===== config.mk =====
export PLATFORM = sky130hd
export DESIGN_NAME = rtc_access_sched_flat
export DESIGN_NICKNAME = d
export VERILOG_FILES = /design/src/rtl/rtc_access_sched_pkg.sv /design/src/rtl/rtc_access_sched_if.sv /design/src/rtl/rtc_bus_timer.sv /design/src/rtl/rtc_access_sched.sv /design/src/flat_wrapper.sv
export SDC_FILE = /design/constraint.sdc
export NUM_CORES = 1
export LEC_CHECK = 0
export CORE_MARGIN = 2
export CORE_UTILIZATION = 30
export CTS_CLUSTER_SIZE = 28
export DETAILED_ROUTE_END_ITERATION = 8
export PLACE_DENSITY = 0.55
export SYNTH_ARGS = -nofsm -noshare
export SYNTH_HDL_FRONTEND = slang
export SYNTH_SLANG_ARGS = --single-unit

===== constraint.sdc =====
create_clock -name clk -period 2.8 [get_ports clk]
set_input_delay 0.56 -clock clk [delete_from_list [all_inputs] [get_ports clk]]
set_output_delay 0.56 -clock clk [all_outputs]
set_load 0.05 [all_outputs]

===== src/rtl/rtc_access_sched_pkg.sv =====
// Shared types and default constants for the RTC access scheduler.
// Defines the scheduler state encoding, bus command payload and snapshot layout.
package rtc_access_sched_pkg;

    localparam int unsigned DATA_W         = 8;
    localparam int unsigned BUS_CYCLES_DEF = 36;

    localparam logic [DATA_W-1:0] ADDR_SEC_DEF  = 8'h21;
    localparam logic [DATA_W-1:0] ADDR_MIN_DEF  = 8'h22;
    localparam logic [DATA_W-1:0] ADDR_HOUR_DEF = 8'h23;
    localparam logic [DATA_W-1:0] INIT_ADDR_DEF = 8'h02;
    localparam logic [DATA_W-1:0] INIT_DATA_DEF = 8'h10;

    typedef enum logic [2:0] {
        S_IDLE       = 3'd0,
        S_ISSUE      = 3'd1,
        S_WAIT       = 3'd2,
        S_GAP        = 3'd3
`ifdef RTC_SCHED_INIT_EN
        ,
        S_INIT_ISSUE = 3'd4,
        S_INIT_WAIT  = 3'd5
`endif
    } state_t;

    typedef struct packed {
        logic              wr;
        logic [DATA_W-1:0] addr;
        logic [DATA_W-1:0] wdata;
    } bus_cmd_t;

    typedef struct packed {
        logic [DATA_W-1:0] hour;
        logic [DATA_W-1:0] min;
        logic [DATA_W-1:0] sec;
    } snapshot_t;

endpackage


===== src/rtl/rtc_access_sched_if.sv =====
// User write handshake and RTC bus-FSM command/response signals.
// slave = scheduler side, master = requester / bus FSM side.
interface rtc_access_sched_if;
    import rtc_access_sched_pkg::*;

    logic              wr_req;
    logic [DATA_W-1:0] wr_addr;
    logic [DATA_W-1:0] wr_data;
    logic              wr_ack;
    logic              bus_go;
    logic              bus_wr;
    logic [DATA_W-1:0] bus_addr;
    logic [DATA_W-1:0] bus_wdata;
    logic              bus_rd_flag;
    logic [DATA_W-1:0] bus_rdata;

    modport master (
        output wr_req, wr_addr, wr_data, bus_rd_flag, bus_rdata,
        input  wr_ack, bus_go, bus_wr, bus_addr, bus_wdata
    );

    modport slave (
        input  wr_req, wr_addr, wr_data, bus_rd_flag, bus_rdata,
        output wr_ack, bus_go, bus_wr, bus_addr, bus_wdata
    );

endinterface


===== src/rtl/rtc_bus_timer.sv =====
// Loadable down-counter timing one bus transaction: start loads BUS_CYCLES-1,
// done_c is high once the count has expired (BUS_CYCLES cycles after start).
module rtc_bus_timer #(
    parameter int unsigned BUS_CYCLES = 36
) (
    input  logic clk,
    input  logic reset,
    input  logic start,
    output logic done_c
);

    localparam int unsigned CNT_W = (BUS_CYCLES > 1) ? $clog2(BUS_CYCLES) : 1;

    logic [CNT_W-1:0] cnt_q;

    always_ff @(posedge clk or posedge reset) begin
        if (reset) begin
            cnt_q <= '0;
        end else if (start) begin
            cnt_q <= CNT_W'(BUS_CYCLES - 1);
        end else if (cnt_q != '0) begin
            cnt_q <= cnt_q - CNT_W'(1);
        end
    end

    assign done_c = (cnt_q == '0);

endmodule


===== src/rtl/rtc_access_sched.sv =====
// Arbitrates user register writes and periodic sec/min/hour refresh bursts onto the
// RTC bus FSM. Optional power-up register write compiled in with RTC_SCHED_INIT_EN.
module rtc_access_sched
    import rtc_access_sched_pkg::*;
#(
    parameter int unsigned       BUS_CYCLES = BUS_CYCLES_DEF,
    parameter logic [DATA_W-1:0] ADDR_SEC   = ADDR_SEC_DEF,
    parameter logic [DATA_W-1:0] ADDR_MIN   = ADDR_MIN_DEF,
    parameter logic [DATA_W-1:0] ADDR_HOUR  = ADDR_HOUR_DEF,
    parameter logic [DATA_W-1:0] INIT_ADDR  = INIT_ADDR_DEF,
    parameter logic [DATA_W-1:0] INIT_DATA  = INIT_DATA_DEF
) (
    input  logic              clk,
    input  logic              reset,
    input  logic              tick,
    rtc_access_sched_if.slave bus,
    output logic [DATA_W-1:0] sec,
    output logic [DATA_W-1:0] min,
    output logic [DATA_W-1:0] hour,
    output logic              time_valid,
    output logic              busy
);

    state_t                   state_q, state_d;
    bus_cmd_t                 cmd_q, cmd_d;
    logic [1:0]               step_q, step_d;
    logic                     tick_pend_q, tick_pend_d;
    logic [2:0][DATA_W-1:0]   shadow_q, shadow_d;
    snapshot_t                snap_q, snap_d;
    logic                     bus_go_q, bus_go_d;
    logic                     wr_ack_q, wr_ack_d;
    logic                     time_valid_q, time_valid_d;
    logic                     busy_q, busy_d;
    logic                     timer_start_c;
    logic                     timer_done_c;

`ifdef RTC_SCHED_INIT_EN
    logic init_done_q, init_done_d;
`else
    logic [2*DATA_W-1:0] unused_init;
    assign unused_init = {INIT_ADDR, INIT_DATA};
`endif

    rtc_bus_timer #(.BUS_CYCLES(BUS_CYCLES)) u_timer (
        .clk    (clk),
        .reset  (reset),
        .start  (timer_start_c),
        .done_c (timer_done_c)
    );

`ifdef RTC_SCHED_INIT_EN
    assign timer_start_c = (state_q == S_ISSUE) || (state_q == S_INIT_ISSUE);
`else
    assign timer_start_c = (state_q == S_ISSUE);
`endif

    // Next-state and next-register values
    always_comb begin
        state_d      = state_q;
        cmd_d        = cmd_q;
        step_d       = step_q;
        tick_pend_d  = tick_pend_q | tick;
        shadow_d     = shadow_q;
        snap_d       = snap_q;
        wr_ack_d     = 1'b0;
        time_valid_d = 1'b0;
`ifdef RTC_SCHED_INIT_EN
        init_done_d  = init_done_q;
`endif

        unique case (state_q)
            S_IDLE: begin
`ifdef RTC_SCHED_INIT_EN
                if (!init_done_q) begin
                    cmd_d   = '{wr: 1'b1, addr: INIT_ADDR, wdata: INIT_DATA};
                    state_d = S_INIT_ISSUE;
                end else
`endif
                // Writes win; the ack cycle masks wr_req so a held request is not re-issued
                if (bus.wr_req && !wr_ack_q) begin
                    cmd_d   = '{wr: 1'b1, addr: bus.wr_addr, wdata: bus.wr_data};
                    state_d = S_ISSUE;
                end else if (tick_pend_q || tick) begin
                    tick_pend_d = 1'b0;
                    step_d      = 2'd0;
                    cmd_d.wr    = 1'b0;
                    cmd_d.addr  = ADDR_SEC;
                    state_d     = S_ISSUE;
                end
            end
            S_ISSUE: begin
                state_d = S_WAIT;
            end
            S_WAIT: begin
                if (!cmd_q.wr && bus.bus_rd_flag) begin
                    unique case (step_q)
                        2'd0:    shadow_d[0] = bus.bus_rdata;
                        2'd1:    shadow_d[1] = bus.bus_rdata;
                        default: shadow_d[2] = bus.bus_rdata;
                    endcase
                end
                if (timer_done_c) begin
                    state_d = S_GAP;
                end
            end
            S_GAP: begin
                if (cmd_q.wr) begin
                    wr_ack_d = 1'b1;
                    state_d  = S_IDLE;
                end else if (step_q != 2'd2) begin
                    step_d     = step_q + 2'd1;
                    cmd_d.addr = (step_q == 2'd0) ? ADDR_MIN : ADDR_HOUR;
                    state_d    = S_ISSUE;
                end else begin
                    snap_d       = '{hour: shadow_q[2], min: shadow_q[1], sec: shadow_q[0]};
                    time_valid_d = 1'b1;
                    state_d      = S_IDLE;
                end
            end
`ifdef RTC_SCHED_INIT_EN
            S_INIT_ISSUE: begin
                state_d = S_INIT_WAIT;
            end
            S_INIT_WAIT: begin
                if (timer_done_c) begin
                    init_done_d = 1'b1;
                    state_d     = S_IDLE;
                end
            end
`endif
            default: begin
                state_d = S_IDLE;
            end
        endcase

`ifdef RTC_SCHED_INIT_EN
        bus_go_d = (state_d == S_ISSUE) || (state_d == S_INIT_ISSUE);
`else
        bus_go_d = (state_d == S_ISSUE);
`endif
        busy_d = (state_d != S_IDLE);
    end

    always_ff @(posedge clk or posedge reset) begin
        if (reset) begin
            state_q      <= S_IDLE;
            cmd_q        <= '0;
            step_q       <= 2'd0;
            tick_pend_q  <= 1'b0;
            shadow_q     <= '0;
            snap_q       <= '0;
            bus_go_q     <= 1'b0;
            wr_ack_q     <= 1'b0;
            time_valid_q <= 1'b0;
            busy_q       <= 1'b0;
`ifdef RTC_SCHED_INIT_EN
            init_done_q  <= 1'b0;
`endif
        end else begin
            state_q      <= state_d;
            cmd_q        <= cmd_d;
            step_q       <= step_d;
            tick_pend_q  <= tick_pend_d;
            shadow_q     <= shadow_d;
            snap_q       <= snap_d;
            bus_go_q     <= bus_go_d;
            wr_ack_q     <= wr_ack_d;
            time_valid_q <= time_valid_d;
            busy_q       <= busy_d;
`ifdef RTC_SCHED_INIT_EN
            init_done_q  <= init_done_d;
`endif
        end
    end

    assign bus.bus_go    = bus_go_q;
    assign bus.bus_wr    = cmd_q.wr;
    assign bus.bus_addr  = cmd_q.addr;
    assign bus.bus_wdata = cmd_q.wdata;
    assign bus.wr_ack    = wr_ack_q;
    assign sec           = snap_q.sec;
    assign min           = snap_q.min;
    assign hour          = snap_q.hour;
    assign time_valid    = time_valid_q;
    assign busy          = busy_q;

endmodule


===== src/flat_wrapper.sv =====
// flat-port wrapper written by rule: the top's interface ports become plain ports
module rtc_access_sched_flat import rtc_access_sched_pkg::*;
#(
    parameter int unsigned       BUS_CYCLES = BUS_CYCLES_DEF,
    parameter logic [DATA_W-1:0] ADDR_SEC   = ADDR_SEC_DEF,
    parameter logic [DATA_W-1:0] ADDR_MIN   = ADDR_MIN_DEF,
    parameter logic [DATA_W-1:0] ADDR_HOUR  = ADDR_HOUR_DEF,
    parameter logic [DATA_W-1:0] INIT_ADDR  = INIT_ADDR_DEF,
    parameter logic [DATA_W-1:0] INIT_DATA  = INIT_DATA_DEF
)
  (clk, reset, tick, sec, min, hour, time_valid, busy, bus_wr_req, bus_wr_addr, bus_wr_data, bus_bus_rd_flag, bus_bus_rdata, bus_wr_ack, bus_bus_go, bus_bus_wr, bus_bus_addr, bus_bus_wdata);
  rtc_access_sched_if bus_i ();
  input  logic clk;
  input  logic reset;
  input  logic tick;
  output logic [DATA_W-1:0] sec;
  output logic [DATA_W-1:0] min;
  output logic [DATA_W-1:0] hour;
  output logic time_valid;
  output logic busy;
  input wire logic [$bits(bus_i.wr_req)-1:0] bus_wr_req;
  input wire logic [$bits(bus_i.wr_addr)-1:0] bus_wr_addr;
  input wire logic [$bits(bus_i.wr_data)-1:0] bus_wr_data;
  input wire logic [$bits(bus_i.bus_rd_flag)-1:0] bus_bus_rd_flag;
  input wire logic [$bits(bus_i.bus_rdata)-1:0] bus_bus_rdata;
  output wire logic [$bits(bus_i.wr_ack)-1:0] bus_wr_ack;
  output wire logic [$bits(bus_i.bus_go)-1:0] bus_bus_go;
  output wire logic [$bits(bus_i.bus_wr)-1:0] bus_bus_wr;
  output wire logic [$bits(bus_i.bus_addr)-1:0] bus_bus_addr;
  output wire logic [$bits(bus_i.bus_wdata)-1:0] bus_bus_wdata;
  assign bus_i.wr_req = bus_wr_req;
  assign bus_i.wr_addr = bus_wr_addr;
  assign bus_i.wr_data = bus_wr_data;
  assign bus_i.bus_rd_flag = bus_bus_rd_flag;
  assign bus_i.bus_rdata = bus_bus_rdata;
  assign bus_wr_ack = bus_i.wr_ack;
  assign bus_bus_go = bus_i.bus_go;
  assign bus_bus_wr = bus_i.bus_wr;
  assign bus_bus_addr = bus_i.bus_addr;
  assign bus_bus_wdata = bus_i.bus_wdata;
  rtc_access_sched #(.BUS_CYCLES(BUS_CYCLES), .ADDR_SEC(ADDR_SEC), .ADDR_MIN(ADDR_MIN), .ADDR_HOUR(ADDR_HOUR), .INIT_ADDR(INIT_ADDR), .INIT_DATA(INIT_DATA)) u_core (.clk(clk), .reset(reset), .tick(tick), .bus(bus_i), .sec(sec), .min(min), .hour(hour), .time_valid(time_valid), .busy(busy));
endmodule

# Word level (Yosys, flattened, before mapping)
# Cells that the tools add are included.
totals:
  out_inout_bits: 45
  input_bits: 29
  regBits: 81
  elab_cells: 83
op_classes:
  bitwise_logic: 4
  n_eq_ne: 11
  mux: 27
  reduce_logical: 22
  addsub: 2
op_table:
  columns: ["op", "count"]
  rows:
  - ["$mux W9", 2]
  - ["$mux W8", 2]
  - ["$pmux W8 S2", 1]
  - ["$mux W6", 2]
  - ["$pmux W3 S4", 1]
  - ["$reduce_and A3 Y1", 4]
  - ["$mux W1", 11]
  - ["$mux W3", 3]
  - ["$mux W2", 4]
  - ["$eq A3 B1 Y1 const B", 2]
  - ["$eq A3 B2 Y1 const B", 2]
  - ["$logic_not A6 Y1", 1]
  - ["$ne A2 B2 Y1 const B", 3]
  - ["$reduce_bool A2 Y1", 3]
  - ["$reduce_bool A6 Y1", 1]
  - ["$sub A6 B1 Y6 const B", 1]
  - ["$reduce_and A5 Y1", 1]
  - ["$ne A2 B1 Y1 const B", 2]
  - ["$pmux W2 S2", 1]
  - ["$reduce_and A2 Y1", 2]
  - ["$reduce_and A4 Y1", 1]
  - ["$logic_not A3 Y1", 1]
  - ["$ne A3 B1 Y1 const B", 1]
  - ["$not A1 Y1", 3]
  - ["other kinds (9)", 11]

# Longest topological paths before layout
# Gate-level depths: netlist of run 1.
logic_depth:
  depth_word: 5
  depth_mapped: 7
  depth_no_buf: 6

# By module
# A second synthesis of run 1 with hierarchy kept.
hier_totals:
  cells_unflattened: 246
  area_unflattened_um2: 3518.4
modules_own_cells:
  columns: ["mod", "cells_per_inst", "instances", "seq_area_each_um2", "area_per_inst_um2"]
  rows:
  - ["rtc_access_sched", 209, 1, 1876.8, 3173.0]
  - ["rtc_bus_timer", 37, 1, 150.1, 345.3]

# Least setup slack after synthesis of run 1
# OpenSTA, ideal clock, no wires.
synth_timing:
  path_kind: "reg2reg"
  startpoint: "reg u_core.state_q[1]"
  endpoint: "reg u_core.cmd_q (netlist bit u_core.bus.bus_addr[0])"
  t_required_ps: 2675
  setup_ps: 125
  synth_period_minus_slack_ps: 1749
  path_buffers: 1
  path_stages_with_launch: 5
  setup_slack_ps: 1051
  arrival_time_ps: 1624
  path_cell_list: "dfrtp_1 or3_4 o41ai_2 buf_6 mux2_4"
synth_between:
  elab_chain_cells: 3
  elab_cells_between_ends: 8
  classes_between: "eq/ne (4); mux (1); reduce/logical (3)"
synth_lines:
  columns: ["element", "line", "text"]
  rows:
  - ["start, declared", "rtc_access_sched.sv:24", "state_t state_q, state_d;"]
  - ["start signal, assigned", "rtc_access_sched.sv:160", "state_q <= state_d;"]
  - ["$eq A3 B2 Y1 / $logic_not A3 Y1 (equally long branches)", "rtc_access_sched.sv:71", "unique case (state_q)"]
  - ["$ne A2 B2 Y1 (no line), or another cell as far along", null, null]
  - ["$reduce_and A4 Y1 (no line)", null, null]
  - ["end signal, assigned", "rtc_access_sched.sv:161", "cmd_q <= cmd_d;"]
  - ["end, declared", "rtc_access_sched.sv:25", "bus_cmd_t cmd_q, cmd_d;"]
# Parallel ways exist; a longest one is shown, timed or not.
# A chain may end at the register's enable or synchronous reset.

# Worst setup path after layout of run 1
layout_timing:
  startpoint: "reg u_core.cmd_q (netlist bit u_core.bus.bus_wr)"
  endpoint: "out bus_bus_wr"
layout_lines:
  columns: ["element", "line", "text"]
  rows:
  - ["end, declared", "flat_wrapper.sv:28", "output wire logic [$bits(bus_i.bus_wr)-1:0] bus_bus_wr;"]
# No word-level cell between the ends.

==> results of run 1 <==
==> layout make-up <==
| type | count | area [µm²] | share of cell area (%) |
|---|---|---|---|
| Inverter | 9 | 35.0 | 0.800 |
| Timing Repair Buffer | 78 | 781 | 17.8 |
| Multi-Input combinational cell | 149 | 1150 | 26.4 |
| Clock inverter | 7 | 81.3 | 1.86 |
| Sequential cell | 81 | 2030 | 46.3 |
| Clock buffer | 9 | 124 | 2.83 |
| Tap cell | 140 | 175 | 4.00 |
==> cells in the mapped netlist <==
cell type / instances
nand2b_1: 3
mux2_1: 2
dfrtp_1: 81
nand3_1: 1
nand4b_1: 1
clkbuf_1: 1
a21boi_0: 1
conb_1: 1
or3b_2: 1
mux2_4: 1
o21ai_0: 4
a311o_1: 1
nand2_2: 3
xnor2_1: 2
nand4b_2: 1
and4bb_2: 1
buf_6: 1
nor2_1: 15
and2b_1: 1
and3_1: 1
and2_1: 1
or2_0: 1
nand2_1: 33
nand3b_1: 2
nand4bb_1: 1
or3_1: 1
inv_1: 9
and2_0: 1
o41ai_2: 1
mux2i_1: 2
nor3_1: 1
or3_4: 1
nor2b_1: 1
a21oi_1: 5
mux2_2: 48
o31ai_1: 1
ha_1: 4
buf_2: 4
a22o_1: 5
==> kinds of logic after synthesis <==
family                   Yosys count  synth area share (%)
flip-flops                        81                  62.4
AND/OR/NAND/NOR                   71                  10.9
multiplexers                      53                  18.4
AO/OA/AOI/OAI                     18                  4.00
buffers and inverters             15                  2.12
adder cells (fa/ha/maj)            4                  1.54
XOR/XNOR                           2                 0.539
other                              1                 0.115
==> state kept, by name (all words and copies together) (netlist names), 2 cells and up <==
register,count
u_core.shadow_q,24
u_core.min,8
u_core.bus.bus_wdata,8
u_core.bus.bus_addr,8
u_core.u_timer.cnt_q,6
u_core.state_q,3
u_core.sec,8
u_core.step_q,2
u_core.hour,8
==> per-layer routing <==
metal  global-route usage [%]  vias up  part of all wire, %
met4                     3.02        0                 0.89
met5                        0        -                    0
met3                     5.24        5                  7.0
met1                     15.3     1037                   47
li1                         -     1006                    -
met2                     18.4       56                   45
==> report_power, final <==
group | leakage [nW] | internal (mW) | switching [mW]
combinational | 0.928 | 0.504 | 0.755
clock | 0.107 | 0.430 | 0.452
sequential | 1.07 | 1.42 | 0.164
total | 2.10 | 2.36 | 1.37
==> placed cells by master (no fill, tap or decap), types with 2 or more instances in the layout <==
master,n
mux2i_1,2
xnor2_1,2
clkbuf_8,9
nor2_1,15
ha_1,4
nand3b_1,2
a22o_1,5
mux2_1,2
nand2b_1,3
nand2_2,3
mux2_2,48
a21oi_1,5
clkinv_2,2
inv_6,4
nand2_1,33
o21ai_0,4
dfrtp_1,81
buf_4,4
clkdlybuf4s50_1,73
inv_1,8
==> worst paths after layout <==
path | endpoint | slack [ns] | depth (start not counted)
setup / recovery | bus_bus_wr | 0.61 | 1
hold / removal | u_core.bus.bus_addr[7] | 0.48 | 2
setup reg to reg | u_core.hour[0] | 0.63 | 3
hold reg to reg | u_core.bus.bus_wdata[6] | 0.48 | 2
max in group asynchronous | u_core.u_timer.cnt_q[1] | 1.74 | 3
min in group clk | u_core.bus.bus_wdata[6] | 0.48 | 2
==> per-stage QoR <==
step	total power [mW]	instance area (µm²)	utilization [%]	worst slack, ns
2_1_floorplan	2.46	3250	-	0.160
3_3_place_gp	2.87	4170	39.0	0.570
3_5_place_dp	2.89	4170	39.0	0.559
4_1_cts	3.79	4380	40.9	0.561
5_1_grt	3.97	4380	40.9	0.422
6_report	3.73	4380	40.9	0.614
==> reports/summary.txt, run 1 <==
Avg Inst Size Synth: 13.3 µm²
Non-Filler Instances: 473
dpl cells: 457
mapped cell area: 3250 µm²
Worst Hold Slack: 0.481 ns
Setup crit end kind: primary output
core area: 10700 µm²
kind of critical path: reg2out
largest net degree at the start of global routing: 45
Min-Delay Path Class: in2async
Routability Congestion: 0.734
global route total overflow: 0
FF+latch count, synth: 81
Vias: 2104
initial antenna violation count: 0
Crit Path Max Fanout: 6
Clock Tree Root: clkbuf_8
CP top delay family: buffers and inverters
global-route wire length before repair: 10600 µm
# clock sinks: 81
Seq/Total Area, Yosys: 62.4%
fillers: 1022
Final min period: 2.19 ns
Post-route DRC: 0
GRT Util Overall: 11.9%
crit share post-route: 78.1%
die width: 108 µm
Post-CTS Setup Inserts: 0
port bufs: 73
DR pass1 iterations: 4
antenna-violating nets left: 0
Setup crit start: u_core.bus.bus_wr
Worst Tran Pin Value: 0.892 ns
crit path DAT: 1.63 ns
vias per cell: 4.45
Hold Buf Count CTS: 0
Synth area leaders: dfrtp_1 (62%), mux2_2 (17%), nand2_1 (3.8%)
vias in the first global route: 2199
Post-CTS Resized: 0
Starting DRT DRC Count: 55
achievable frequency: 0.457 GHz
synth warn: 0
Post-Route Setup TNS: 0 ns
final-report hold violation count: 0
Pwr Density: 852 nW/µm²
H-tree depth: 3
crit-path cells: clkdlybuf4s50_1
P&R area growth vs syn: 34.7%
share of cells above drive strength 1: 23.7%
CTS tree: built
n_diodes: 0
DP Wirelength: 4490 µm
row cnt: 38
Clock Path Buffers: 2
Synth top area share: 62.4%
clk_lat worst skew: 0.34 ns
die footprint: 11700 µm²
max-cap violations: 0
CP Buf/Inv Count: 1
synth unique cells: 39
# setup viols final: 0
RSZ-0062 raised after global routing: no
Initial Util: 30.4%
CTS Buf Count: 9
clock slew at reported path FFs: 0.09 ns
maximum VDD drop: 0.540 mV
Layout Skew: 0.0106 ns
Cells after Synth: 245
status: completed
critical path data required time: 2.24 ns
area leader, netlist: dfrtp_1
syn nets: 278
Nets: 361
CP max stage delay: 0.85 ns
leakage power: 2.10 nW
DR WL/cell: 13.7 µm
Slew HR: 40.3%
die height: 108 µm
Top-Level Pins: 74
Final Slew Violations: 0
crit path launch type: flip-flop
WL final: 6500 µm
RR Startpoint: u_core.state_q[2]
slowest stage cell, crit path: clkdlybuf4s50_1
Power figures use the tool's default switching activity.
==> run 2, diff against run 1 <==
--- a/config.mk
+++ b/config.mk
@@ -9,7 +9,7 @@
 export CORE_UTILIZATION = 30
 export CTS_CLUSTER_SIZE = 28
 export DETAILED_ROUTE_END_ITERATION = 8
-export PLACE_DENSITY = 0.55
+export PLACE_DENSITY = 0.57
 export SYNTH_ARGS = -nofsm -noshare
 export SYNTH_HDL_FRONTEND = slang
 export SYNTH_SLANG_ARGS = --single-unit
==> constraint.sdc (replaced) <==
create_clock -name clk -period 2 [get_ports clk]
set_input_delay 0.4 -clock clk [delete_from_list [all_inputs] [get_ports clk]]
set_output_delay 0.4 -clock clk [all_outputs]
set_load 0.05 [all_outputs]
==> run 2 against run 1 <==
Net effect:
- clock-buffer cell count is 2 higher
- sequential share of layout area fell by 0.38 points
- core utilization up 0.34 points
- non-clock buffer count increased by 5
- power rose by 38%
- largest cell class unchanged
==> reports/summary.txt, run 2 (same netlist as run 1, synthesis figures left out) <==
Final min period: 1.94 ns
Nets: 366
critical path data required time: 1.60 ns
Post-CTS Setup Inserts: 0
Vias: 2098
vias per cell: 4.39
Design Power: 5.15 mW
CP max stage delay: 0.81 ns
dpl cells: 462
die footprint: 11700 µm²
post-route cell area: 4410 µm²
die height: 108 µm
min-delay src: u_core.bus.bus_wdata[1]
Routability Congestion: 0.729
most common cell after layout, fill and taps aside: dfrtp_1
antenna-violating nets left: 0
Starting DRT DRC Count: 70
Slew HR: 64.4%
Initial Util: 30.4%
Post-route DRC: 0
placed cell area: 4220 µm²
RR Startpoint: u_core.state_q[1]
clk_lat worst skew: 0.35 ns
row cnt: 38
DR WL/cell: 13.8 µm
CTS tree: built
initial antenna violation count: 0
CP top delay family: buffers and inverters
DP Wirelength: 4480 µm
Final Util: 41.3%
Non-Filler Instances: 478
H-tree depth: 3
Post-CTS Resized: 0
Final Slew Violations: 0
kind of critical path: reg2out
final-report hold violation count: 0
CP Buf/Inv Count: 1
slowest stage cell, crit path: clkdlybuf4s50_1
core area: 10700 µm²
port bufs: 73
Post-Route Setup TNS: 0 ns
GRT Util Overall: 12.5%
global route total overflow: 0
Hold Buf Count CTS: 0
CTS Buf Count: 9
leakage power: 2.15 nW
DR pass1 iterations: 4
crit path DAT: 1.54 ns
Crit Path Max Fanout: 2
Setup crit start: u_core.bus.bus_addr[1]
Setup crit end kind: primary output
status: completed
Top-Level Pins: 74
Min-Delay Path Class: reg2reg
max-cap violations: 0
Pwr Density: 1170 nW/µm²
clock slew at reported path FFs: 0.09 ns
Clock Tree Root: clkbuf_8
die width: 108 µm
commonest non-fill, non-tap cells in the layout: dfrtp_1 (81), clkdlybuf4s50_1 (69), mux2_2 (48), nand2_1 (33), nor2_1 (15)
global-route wire length before repair: 11200 µm
max reg flops: 24
vias in the first global route: 2225
Setup WS pre-CTS: -0.0211 ns
crit path launch type: flip-flop
crit-path cells: clkdlybuf4s50_1
share of cells above drive strength 1: 25.4%
achievable frequency: 0.517 GHz
n_diodes: 0
P&R area growth vs syn: 35.8%
Largest Register: u_core.shadow_q
maximum VDD drop: 0.629 mV
Clock Path Buffers: 2
# clock sinks: 81
Worst Tran Pin Value: 0.534 ns
crit share post-route: 96.8%
Layout Skew: 0.0124 ns
RSZ-0062 raised after global routing: no
# setup viols final: 0
WL final: 6610 µm
PnR worst setup slack: 0.0641 ns
fillers: 1037
Worst Hold Slack: 0.489 ns
largest net degree at the start of global routing: 82
[run 2: final cells by class]
class / instances / area, µm² / area share, %
sequential: 81 / 2030 / 45.9
clock inverter: 5 / 37.5 / 0.850
clock buffer: 11 / 151 / 3.43
multi-input combinational: 149 / 1150 / 26.2
timing repair buffer: 83 / 831 / 18.8
inverter: 9 / 37.5 / 0.850
tap: 140 / 175 / 3.97
[run 2: routing by layer]
layer	global-route usage (%)	wire length (µm)
met5	0	0
met4	3.75	60
met3	5.49	519
met2	19.2	3050
met1	16.1	2980
[run 2: path summary, 6_finish.rpt]
check / cells past startpoint / slack (ns) / endpoint
worst min register to register: 2 / 0.49 / u_core.bus.bus_wdata[1]
worst min-delay path: 2 / 0.49 / u_core.bus.bus_wdata[1]
max in group asynchronous: 3 / 1.14 / u_core.state_q[1]
worst max register to register: 4 / 0.17 / u_core.bus.bus_addr[1]
min in group asynchronous: 3 / 0.50 / u_core.u_timer.cnt_q[3]
worst max-delay path: 1 / 0.06 / bus_bus_addr[1]
[run 2: report_power, final]
part	total (mW)	switching (mW)	internal, mW
Sequential	2.22	0.229	1.99
Combinational	1.80	1.08	0.723
Clock	1.12	0.600	0.523
==> run 3, diff against run 2 <==
--- a/config.mk
+++ b/config.mk
@@ -5,8 +5,10 @@
 export SDC_FILE = /design/constraint.sdc
 export NUM_CORES = 1
 export LEC_CHECK = 0
+export CORE_ASPECT_RATIO = 1.4
 export CORE_MARGIN = 2
 export CORE_UTILIZATION = 30
+export CTS_BUF_LIST = sky130_fd_sc_hd__clkbuf_2 sky130_fd_sc_hd__clkbuf_4 sky130_fd_sc_hd__clkbuf_8
 export CTS_CLUSTER_SIZE = 28
 export DETAILED_ROUTE_END_ITERATION = 8
 export PLACE_DENSITY = 0.57
==> run 3 against run 2 <==
Net effect:
- clock-buffer cell count did not move
- flip-flop and latch count did not move
- critical path depth did not move
- global-route usage fell by 0.31 points
- core utilization fell by 0.12 points
- worst setup slack improved by 0.0032 ns
- wire length barely moved
- die area barely moved
- critical path type unchanged
- clock skew fell by 0.0030 ns
- sequential share of layout area rose by 0.13 points
- clock power rose by 5%
==> reports/summary.txt, run 3 (same netlist as run 1, synthesis figures left out) <==
Final Util: 41.1%
Setup crit end kind: primary output
Nets: 363
clk_lat worst skew: 0.35 ns
Clock Path Buffers: 2
DR WL/cell: 13.9 µm
Setup WS pre-CTS: 0.00752 ns
PnR worst setup slack: 0.0673 ns
crit path DAT: 1.53 ns
core area: 10700 µm²
crit path launch type: flip-flop
die footprint: 11700 µm²
Clock Tree Root: clkbuf_8
Pwr Density: 1180 nW/µm²
Routability Congestion: 0.760
Post-route DRC: 0
global-route wire length before repair: 11100 µm
Design Power: 5.18 mW
antenna-violating nets left: 0
CTS tree: built
achievable frequency: 0.517 GHz
Comb pwr share: 34.6%
most common cell after layout, fill and taps aside: dfrtp_1
# clock sinks: 81
share of cells above drive strength 1: 24.5%
Worst Hold Slack: 0.484 ns
P&R area growth vs syn: 35.4%
slowest stage cell, crit path: clkdlybuf4s50_1
Multi-input gate area: 1160 µm²
initial antenna violation count: 0
global route total overflow: 0
Seq pwr share: 42.7%
CP top delay family: buffers and inverters
# setup viols final: 0
CTS Buf Count: 9
H-tree depth: 3
internal power: 3.31 mW
maximum VDD drop: 0.372 mV
Largest Register: u_core.shadow_q
final-report hold violation count: 0
crit share post-route: 96.6%
Initial Util: 30.4%
fillers: 1046
die height: 127 µm
die width: 92.0 µm
vias per cell: 4.44
max-cap violations: 0
leakage power: 2.11 nW
Starting DRT DRC Count: 80
critical path data required time: 1.60 ns
port bufs: 73
row cnt: 45
clock slew at reported path FFs: 0.08 ns
GRT Util Overall: 12.2%
register area: 2030 µm²
kind of critical path: reg2out
clock power share: 22.8%
placed cell area: 4200 µm²
n_diodes: 0
Min-Delay Path Class: reg2reg
switching power of the nets: 1.87 mW
CP Buf/Inv Count: 1
status: completed
largest net degree at the start of global routing: 82
Layout Skew: 0.00939 ns
WL final: 6610 µm
CP max stage delay: 0.83 ns
Crit Path Max Fanout: 2
Final min period: 1.93 ns
post-route cell area: 4400 µm²
Vias: 2113
Post-CTS Setup Inserts: 0
Post-Route Setup TNS: 0 ns
crit-path cells: clkdlybuf4s50_1
Slew HR: 65.0%
vias in the first global route: 2207
DP Wirelength: 4410 µm
Sw Ratio: 36.1%
Top-Level Pins: 74
Worst Tran Pin Value: 0.524 ns
Non-Filler Instances: 476
max reg flops: 24
commonest non-fill, non-tap cells in the layout: dfrtp_1 (81), clkdlybuf4s50_1 (72), mux2_2 (48), nand2_1 (33), nor2_1 (15)
Final Slew Violations: 0
DR pass1 iterations: 4
dpl cells: 460
RSZ-0062 raised after global routing: no
## run 3: changes by cell type in the layout (fill, tap and decap cells not counted), sizes merged
cell,delta
buf,-5
bufinv,+1
clkdlybuf4s50,+3
clkinv,+1
clkinvlp,-1
dlygate4sd2,+1
dlymetal6s2s,-2
inv,-1
## run 3: final timing paths
check	startpoint	to	slack, ns	cells past startpoint
worst max-delay path	u_core.sec[2]	sec[2]	0.07	1
worst min-delay path	u_core.bus.bus_wdata[0]	u_core.bus.bus_wdata[0]	0.48	2
worst min register to register	u_core.bus.bus_wdata[0]	u_core.bus.bus_wdata[0]	0.48	2
max in group asynchronous	reset	u_core.min[1]	1.13	3
min in group asynchronous	reset	u_core.min[0]	0.50	3
worst max register to register	u_core.state_q[1]	u_core.bus.bus_addr[0]	0.12	4
## run 3: repair_timing
item / in CTS / in global routing
setup endpoints to repair: 1 / 1
hold buffers: 0 / 0
gates resized for setup: 1 / 1
## run 3: final cells by class
| type | count | share of cell area [%] |
|---|---|---|
| clock inverters | 5 | 1.28 |
| clock buffers | 11 | 3.16 |
| inverters | 9 | 0.853 |
| multi-input cells | 149 | 26.3 |
| flip-flops and latches | 81 | 46.0 |
| repair buffers | 80 | 18.3 |
| well taps | 141 | 4.01 |
## run 3: power groups by stage
stage / clock network, mW / logic (mW) / registers (mW)
after floorplan: 0 / 0.623 / 2.82
after detailed placement: 0 / 1.81 / 2.24
after CTS: 1.25 / 1.81 / 2.21
after global placement: 0 / 1.78 / 2.23
final: 1.18 / 1.79 / 2.21
after global routing: 1.31 / 1.91 / 2.27
## run 3: per-layer routing
| layer | routed length, µm | global-route usage, % | vias up |
|---|---|---|---|
| li1 | - | - | 997 |
| met1 | 2920 | 14.9 | 1056 |
| met2 | 3250 | 19.7 | 52 |
| met3 | 300 | 3.54 | 8 |
| met4 | 136 | 6.32 | 0 |
| met5 | 0 | 0 | - |
